### config.mk
export PLATFORM = sky130hd
export DESIGN_NAME = dmaw_wgen
export DESIGN_NICKNAME = d
export VERILOG_FILES = /design/src/rtl/dmaw_pkg.sv /design/src/rtl/dmaw_skid.sv /design/src/rtl/dmaw_wgen.sv
export SDC_FILE = /design/constraint.sdc
export NUM_CORES = 1
export LEC_CHECK = 0
export BUFFER_PORTS_ARGS = -buffer_cell sky130_fd_sc_hd__buf_2
export CAP_MARGIN = 25
export CORE_MARGIN = 3
export CORE_UTILIZATION = 50
export DETAILED_ROUTE_END_ITERATION = 10
export PLACE_DENSITY = 0.77
export SLEW_MARGIN = 20
export SYNTH_ARGS = -nofsm -noshare
export SYNTH_HDL_FRONTEND = slang
export SYNTH_SLANG_ARGS = --single-unit
### constraint.sdc
create_clock -name usr_clk -period 3.8 [get_ports usr_clk]
set_clock_uncertainty 0.1 [all_clocks]
set_input_delay 0.38 -clock usr_clk [delete_from_list [all_inputs] [get_ports usr_clk]]
set_output_delay 0.38 -clock usr_clk [all_outputs]
set_load 0.01 [all_outputs]
### src/rtl/dmaw_pkg.sv
// rtl/dmaw_pkg.sv - shared FSM state and beat-count / strobe-mask helpers for dmaw_wgen
package dmaw_pkg;

  // Widest beat the strobe helper can describe (AXI_DW up to 1024)
  localparam int MAX_BYTES = 128;

  typedef enum logic [1:0] {
    IDLE,
    RUN,
    FLUSH
  } state_e;

  // Beats touched by a job starting at byte offset off within the first beat.
  // 33-bit sum so a full 4 GiB length cannot wrap.
  function automatic logic [32:0] beat_count(input logic [31:0] off, input logic [31:0] len,
                                             input int bytes, input int lbits);
    logic [32:0] sum;
    sum = {1'b0, off} + {1'b0, len} + 33'(bytes - 1);
    return sum >> lbits;
  endfunction

  // keep_high=1: enable lanes at and above off (first beat).
  // keep_high=0: enable lanes at and below off (final beat).
  function automatic logic [MAX_BYTES-1:0] strb_mask(input logic [6:0] off, input logic keep_high);
    logic [MAX_BYTES-1:0] m;
    for (int i = 0; i < MAX_BYTES; i++) begin
      m[i] = keep_high ? (i >= int'(off)) : (i <= int'(off));
    end
    return m;
  endfunction

endpackage

### src/rtl/dmaw_skid.sv
// rtl/dmaw_skid.sv - two-entry registered skid buffer between the beat generator and the W port
// Push only when count_o < 2, or together with a pop; push+pop when full keeps two entries.
module dmaw_skid #(
  parameter int W = 8
) (
  input  logic         clk_i,
  input  logic         rst_i,
  input  logic [W-1:0] s_tdata_i,
  input  logic         s_tvalid_i,
  output logic [W-1:0] m_tdata_o,
  output logic         m_tvalid_o,
  input  logic         m_tready_i,
  output logic [1:0]   count_o
);

  logic [1:0]   count_q;
  logic [W-1:0] head_q;
  logic [W-1:0] tail_q;
  logic         pop;

  assign pop        = (count_q != 2'd0) && m_tready_i;
  assign m_tvalid_o = (count_q != 2'd0);
  assign m_tdata_o  = head_q;
  assign count_o    = count_q;

  // head_q is the visible beat; tail_q holds the overflow beat while the head stalls
  always_ff @(posedge clk_i) begin
    if (rst_i) begin
      count_q <= 2'd0;
      head_q  <= '0;
      tail_q  <= '0;
    end else begin
      case ({s_tvalid_i, pop})
        2'b10: begin
          if (count_q == 2'd0) head_q <= s_tdata_i;
          else                 tail_q <= s_tdata_i;
          count_q <= count_q + 2'd1;
        end
        2'b01: begin
          head_q  <= tail_q;
          count_q <= count_q - 2'd1;
        end
        2'b11: begin
          if (count_q == 2'd2) begin
            head_q <= tail_q;
            tail_q <= s_tdata_i;
          end else begin
            head_q <= s_tdata_i;
          end
        end
        default: ;
      endcase
    end
  end

endmodule

### src/rtl/dmaw_wgen.sv
// rtl/dmaw_wgen.sv - AXI write-data beat generator with edge strobes and burst-boundary wlast
// Optional DMAW_WGEN_LASTCHK_EN: raise sticky err when src_last disagrees with the final beat.
module dmaw_wgen
  import dmaw_pkg::*;
#(
  parameter int AXI_DW    = 128,
  parameter int AXI_BYTES = AXI_DW / 8,
  parameter int BL        = 16,
  parameter int L         = $clog2(AXI_BYTES),
  parameter int B         = $clog2(BL) + L
) (
  input  logic                 usr_clk,
  input  logic                 usr_reset,
  input  logic                 cfg_valid,
  output logic                 cfg_ready,
  input  logic [31:0]          cfg_sa,
  input  logic [31:0]          cfg_len,
  input  logic [AXI_DW-1:0]    src_data,
  input  logic                 src_last,
  input  logic                 src_valid,
  output logic                 src_ready,
  output logic [AXI_DW-1:0]    usr_wdata,
  output logic [AXI_BYTES-1:0] usr_wstrb,
  output logic                 usr_wlast,
  output logic                 usr_wvalid,
  input  logic                 usr_wready,
  output logic                 done,
  output logic                 err
);

  localparam int PW = AXI_DW + AXI_BYTES + 1;

  state_e         state_q;
  logic [32:0]    total_q;
  logic [32:0]    cnt_q;
  logic [31:0]    addr_q;
  logic [L-1:0]   start_off_q;
  logic [L-1:0]   end_off_q;
  logic           done_q;
`ifdef DMAW_WGEN_LASTCHK_EN
  logic           err_q;
`endif

  logic [1:0]           skid_cnt;
  logic [PW-1:0]        skid_out;
  logic                 skid_valid;
  logic                 src_fire;
  logic                 usr_fire;
  logic                 is_first;
  logic                 is_final;
  logic                 beat_last;
  logic [31:0]          addr_nxt;
  logic [L-1:0]         end_off_d;
  logic [AXI_BYTES-1:0] strb_first;
  logic [AXI_BYTES-1:0] strb_final;
  logic [AXI_BYTES-1:0] beat_strb;

  assign cfg_ready  = (state_q == IDLE);
  assign src_ready  = (state_q == RUN) && (skid_cnt != 2'd2) && (cnt_q < total_q);
  assign src_fire   = src_valid && src_ready;
  assign usr_fire   = skid_valid && usr_wready;
  assign is_first   = (cnt_q == 33'd0);
  assign is_final   = (cnt_q == total_q - 33'd1);
  assign addr_nxt   = addr_q + 32'(AXI_BYTES);
  assign end_off_d  = cfg_sa[L-1:0] + cfg_len[L-1:0] - L'(1);
  assign strb_first = AXI_BYTES'(strb_mask(7'(start_off_q), 1'b1));
  assign strb_final = AXI_BYTES'(strb_mask(7'(end_off_q), 1'b0));

  // Strobe and wlast for the beat being accepted, from its position in the job
  always_comb begin
    beat_strb = '1;
    if (is_first) beat_strb = beat_strb & strb_first;
    if (is_final) beat_strb = beat_strb & strb_final;
    beat_last = is_final || (addr_nxt[B-1:0] == '0);
  end

  // Job sequencing: latch config, count accepted beats, drain, pulse done
  always_ff @(posedge usr_clk) begin
    if (usr_reset) begin
      state_q     <= IDLE;
      total_q     <= '0;
      cnt_q       <= '0;
      addr_q      <= '0;
      start_off_q <= '0;
      end_off_q   <= '0;
      done_q      <= 1'b0;
`ifdef DMAW_WGEN_LASTCHK_EN
      err_q       <= 1'b0;
`endif
    end else begin
      done_q <= 1'b0;
      case (state_q)
        IDLE: begin
          if (cfg_valid) begin
            start_off_q <= cfg_sa[L-1:0];
            end_off_q   <= end_off_d;
            addr_q      <= cfg_sa & ~32'(AXI_BYTES - 1);
            total_q     <= beat_count(32'(cfg_sa[L-1:0]), cfg_len, AXI_BYTES, L);
            cnt_q       <= '0;
`ifdef DMAW_WGEN_LASTCHK_EN
            err_q       <= 1'b0;
`endif
            if (cfg_len == 32'd0) done_q  <= 1'b1;
            else                  state_q <= RUN;
          end
        end
        RUN: begin
          if (src_fire) begin
            cnt_q  <= cnt_q + 33'd1;
            addr_q <= addr_nxt;
            if (is_final) state_q <= FLUSH;
`ifdef DMAW_WGEN_LASTCHK_EN
            if (src_last != is_final) err_q <= 1'b1;
`endif
          end
        end
        FLUSH: begin
          // No pushes happen here, so the beat leaving a one-entry buffer is the last one
          if (usr_fire && (skid_cnt == 2'd1)) begin
            state_q <= IDLE;
            done_q  <= 1'b1;
          end
        end
        default: state_q <= IDLE;
      endcase
    end
  end

  dmaw_skid #(.W(PW)) u_skid (
    .clk_i      (usr_clk),
    .rst_i      (usr_reset),
    .s_tdata_i  ({beat_strb, beat_last, src_data}),
    .s_tvalid_i (src_fire),
    .m_tdata_o  (skid_out),
    .m_tvalid_o (skid_valid),
    .m_tready_i (usr_wready),
    .count_o    (skid_cnt)
  );

  assign usr_wvalid = skid_valid;
  assign {usr_wstrb, usr_wlast, usr_wdata} = skid_out;
  assign done = done_q;

`ifdef DMAW_WGEN_LASTCHK_EN
  assign err = err_q;
`else
  logic unused_src_last;
  assign unused_src_last = src_last;
  assign err = 1'b0;
`endif

endmodule

==> flow_summary_export.csv <==
group,metric,value,unit
synth,synth_area,17010,sq um
clock_tree,htree_levels,2,
sta,drv_slew,0,
grt,grt_first_pass_wirelength,85.93,mm
synth,yosysUniqueCellTypes,65,
finish,layout-area-overhead-vs-synth,31.57,%
sta,fmax,0.2744,GHz
grt,grt_pass1_vias,17160,
placement,postPlaceCellArea,19800,sq um
synth,synthCells,2114,
sta,finalCritPeriodShare,95.92,%
floorplan,core,33030,sq um
route,via_per_inst,5.913,
clock_tree,cts_buffers,40,
placement,hpwl,36.52,mm
critical_path,critical_path_required,4.12,ns
route,ant_nets,0,
power_and_ir_drop,power,15.81,mW
critical_path,crit_type,"reg -> reg",
synth,ys_ff_latch,369,
critical_path,cp_cell_sequence,"inv_1, ha_1, and4_1, nand2_1, a211o_1, nor4b_2, buf_4, a21oi_1, inv_1, ha_1, nor2b_2, a21oi_2, o21ai_4, buf_12, buf_4, o41ai_2",
grt,grt_max_degree,90,
floorplan,num_io_pins,348,
synth,yosys.area.top_type,"dfxtp_1",
critical_path,cp_max_fo,13,
sta,rsz0062_at_grt,"no",
sta,relSlewSlack,37.28,%
clock_tree,clock_tree.buffer_depth,3,
synth,yosys_warnings,0,
clock_tree,cts_tree,"built",
synth,synth_ff_type,"dfxtp_1",
critical_path,crit_start,"total_q[15]",
floorplan,die_x,190.4,um
route,via_count,17840,
clock_tree,clk_pin_slew,0.06,ns
sta,final_hold_viol_count,0,
finish,drive_gt1_share,20.87,%
route,drt-total-wl,54.94,mm
grt,antenna_found_initial,1,
finish,fin_util,67.74,%
flow_run,cap_violations,0,
finish,fin_area,22380,sq um
grt,overflow,0,
critical_path,cp.arrival,3.97,ns
synth,yosys-top-cells-area,"dfxtp_1 (43%), nand2_1 (7.2%), a221oi_1 (6.7%), a21oi_1 (5.8%), nor2_1 (4.8%)",
placement,portBuffers,321,
critical_path,r2r_end,"u_skid.tail_q[132]",
critical_path,r2r-start,"total_q[15]",
synth,synth_edf_count,0,
critical_path,slowest_stage,"o41ai_2",
synth,avgSynthCellArea,8.045,sq um
critical_path,start_kind,"register",
floorplan,initial_utilization,51.48,%
synth,syn_nets,2361,
sta,layout_min_cycle_time,3.645,ns
finish,final_cell_mix,"dfxtp_1 (369), nand2_1 (327), buf_2 (320)",
route,routedWlPerCell,18.21,um
finish,layout_commonest_cell,"dfxtp_1",
power_and_ir_drop,p_per_area,706.6,nW/um^2
power_and_ir_drop,irDropWorstVdd,0.4867,mV
synth,synthArstFlopShare,0,%
placement,pre_cts_slack,0.06820,ns
placement,gp_congestion,0.9794,
finish,nets,2790,
worst_hold_path,min_from,"src_data[69]",
critical_path,r2r_slack,0.16,ns
synth,synth_top_area_share,43.44,%
sta,tns,0,ns
critical_path,cpPeakStageDelay,0.35,ns
clock_tree,cts-root-buf,"clkbuf_16",
floorplan,dieArea,36260,sq um
worst_hold_path,hold-path-cell-count,3,
floorplan,chipHeight,190.4,um
sta,worst-slew-pin-transition,0.9409,ns
route,drt_iter0_markers,1488,
route,drc,0,
critical_path,r2r_cells,16,
grt,grtUsageTotal,28.46,%
finish,nFillCells,2616,
synth,yosysSeqAreaShare,43.44,%
clock_tree,clock_latency,0.53,ns
clock_tree,cts_sinks,369,
critical_path,critPathCaptureType,"register",
floorplan,row_count,66,
sta,post-route-worst-setup-slack,0.1552,ns
outcome,status,"completed",
sta,setup_violations,0,
worst_hold_path,worstHoldEndpoint,"u_skid.tail_q[69]",
power_and_ir_drop,p_leak,9.288,nW
route,drtPass1Iterations,5,
worst_hold_path,hp-class,"in -> reg",
-- Yosys cell counts (6+ instances only) --
cell type / count
nor3_1: 156
nand2_1: 327
a22oi_1: 7
nor4_1: 21
xor2_1: 42
a31oi_1: 6
dfxtp_1: 369
o21ai_0: 49
and2_1: 6
nor2b_1: 6
clkbuf_1: 148
ha_1: 48
buf_2: 12
and4_1: 13
or3_1: 14
a221oi_1: 130
nand3_1: 48
xnor2_1: 45
a211oi_1: 25
a21oi_1: 198
inv_1: 62
nand2b_1: 7
a311oi_1: 9
a32oi_1: 8
nand4_1: 31
and3_1: 21
nor2_1: 217
-- critical path: cells and delay by family, from the launching register on --
kind,cells,cell delay (ns)
AO/OA/AOI/OAI,5,1.21
buffers and inverters,5,0.68
AND/OR/NAND/NOR,4,0.67
adder cells (fa/ha/maj),2,0.55
flip-flops,1,0.33
-- flip-flops by register name (all words and copies together), names as in the netlist --
signal            cells
start_off_q           4
u_skid.m_tdata_o    145
end_off_q             4
state_q               2
u_skid.tail_q       145
cnt_q                33
done                  1
total_q              29
u_skid.count_o        2
addr_q                4
-- per-layer routing --
metal | up-vias | track usage (%) | wire length [um]
met4 | 0 | 13.10 | 2657
li1 | 8407 | - | -
met1 | 8359 | 35.68 | 21900
met3 | 187 | 5.184 | 4502
met5 | - | 0 | 0
met2 | 886 | 47.73 | 25870
-- repair_timing --
action | 4_1_cts | 5_1_grt
resized for setup | 0 | 6
endpoints found under the hold margin | 103 | 0
endpoints found under the setup margin | 0 | 115
hold buffers | 103 | 0
setup buffers | 0 | 3
-- power by group --
part | switching (mW) | internal, mW
Sequential | 0.597 | 4.96
Combinational | 3.68 | 2.46
Clock | 1.61 | 2.50
-- final cells by class --
type	count	area [sq um]	area share, %
diodes	2	5.005	0.02237
multi-input cells	1515	8815	39.39
clock inverters	13	205.2	0.9171
clock buffers	59	1214	5.424
inverters	62	232.7	1.040
well taps	442	553.0	2.472
flip-flops and latches	369	7387	33.01
repair buffers	555	3964	17.72
-- how the worst max path moves through the flow --
stage	endpoint	cells past startpoint
floorplan	u_skid.tail_q[0]	18
global placement	u_skid.tail_q[43]	16
detailed placement	u_skid.tail_q[39]	16
CTS	u_skid.tail_q[31]	16
global route	u_skid.tail_q[27]	16
finish	u_skid.tail_q[132]	16
-- metrics by stage --
stage,hold WS [ns],cells
global placement,0.3406,2834
floorplan,0.3316,2114
CTS,0.00005418,3009
global route,0.007801,3016
finish,0.01297,3017
detailed placement,0.3461,2834
-- cell families (layout without fill, tap and decap cells) --
logic type / count (synthesis) / count (layout) / share of synthesized area [%]
buf+inv: 231 / 689 / 5.341
compound gates: 481 / 482 / 18.96
simple gates: 891 / 891 / 23.82
other cells: 1 / 3 / 0.02205
fa+ha+maj: 49 / 49 / 3.649
mux: 5 / 5 / 0.2943
flops: 369 / 369 / 43.44
xor+xnor: 87 / 87 / 4.481
Power figures use the tool's default switching activity.
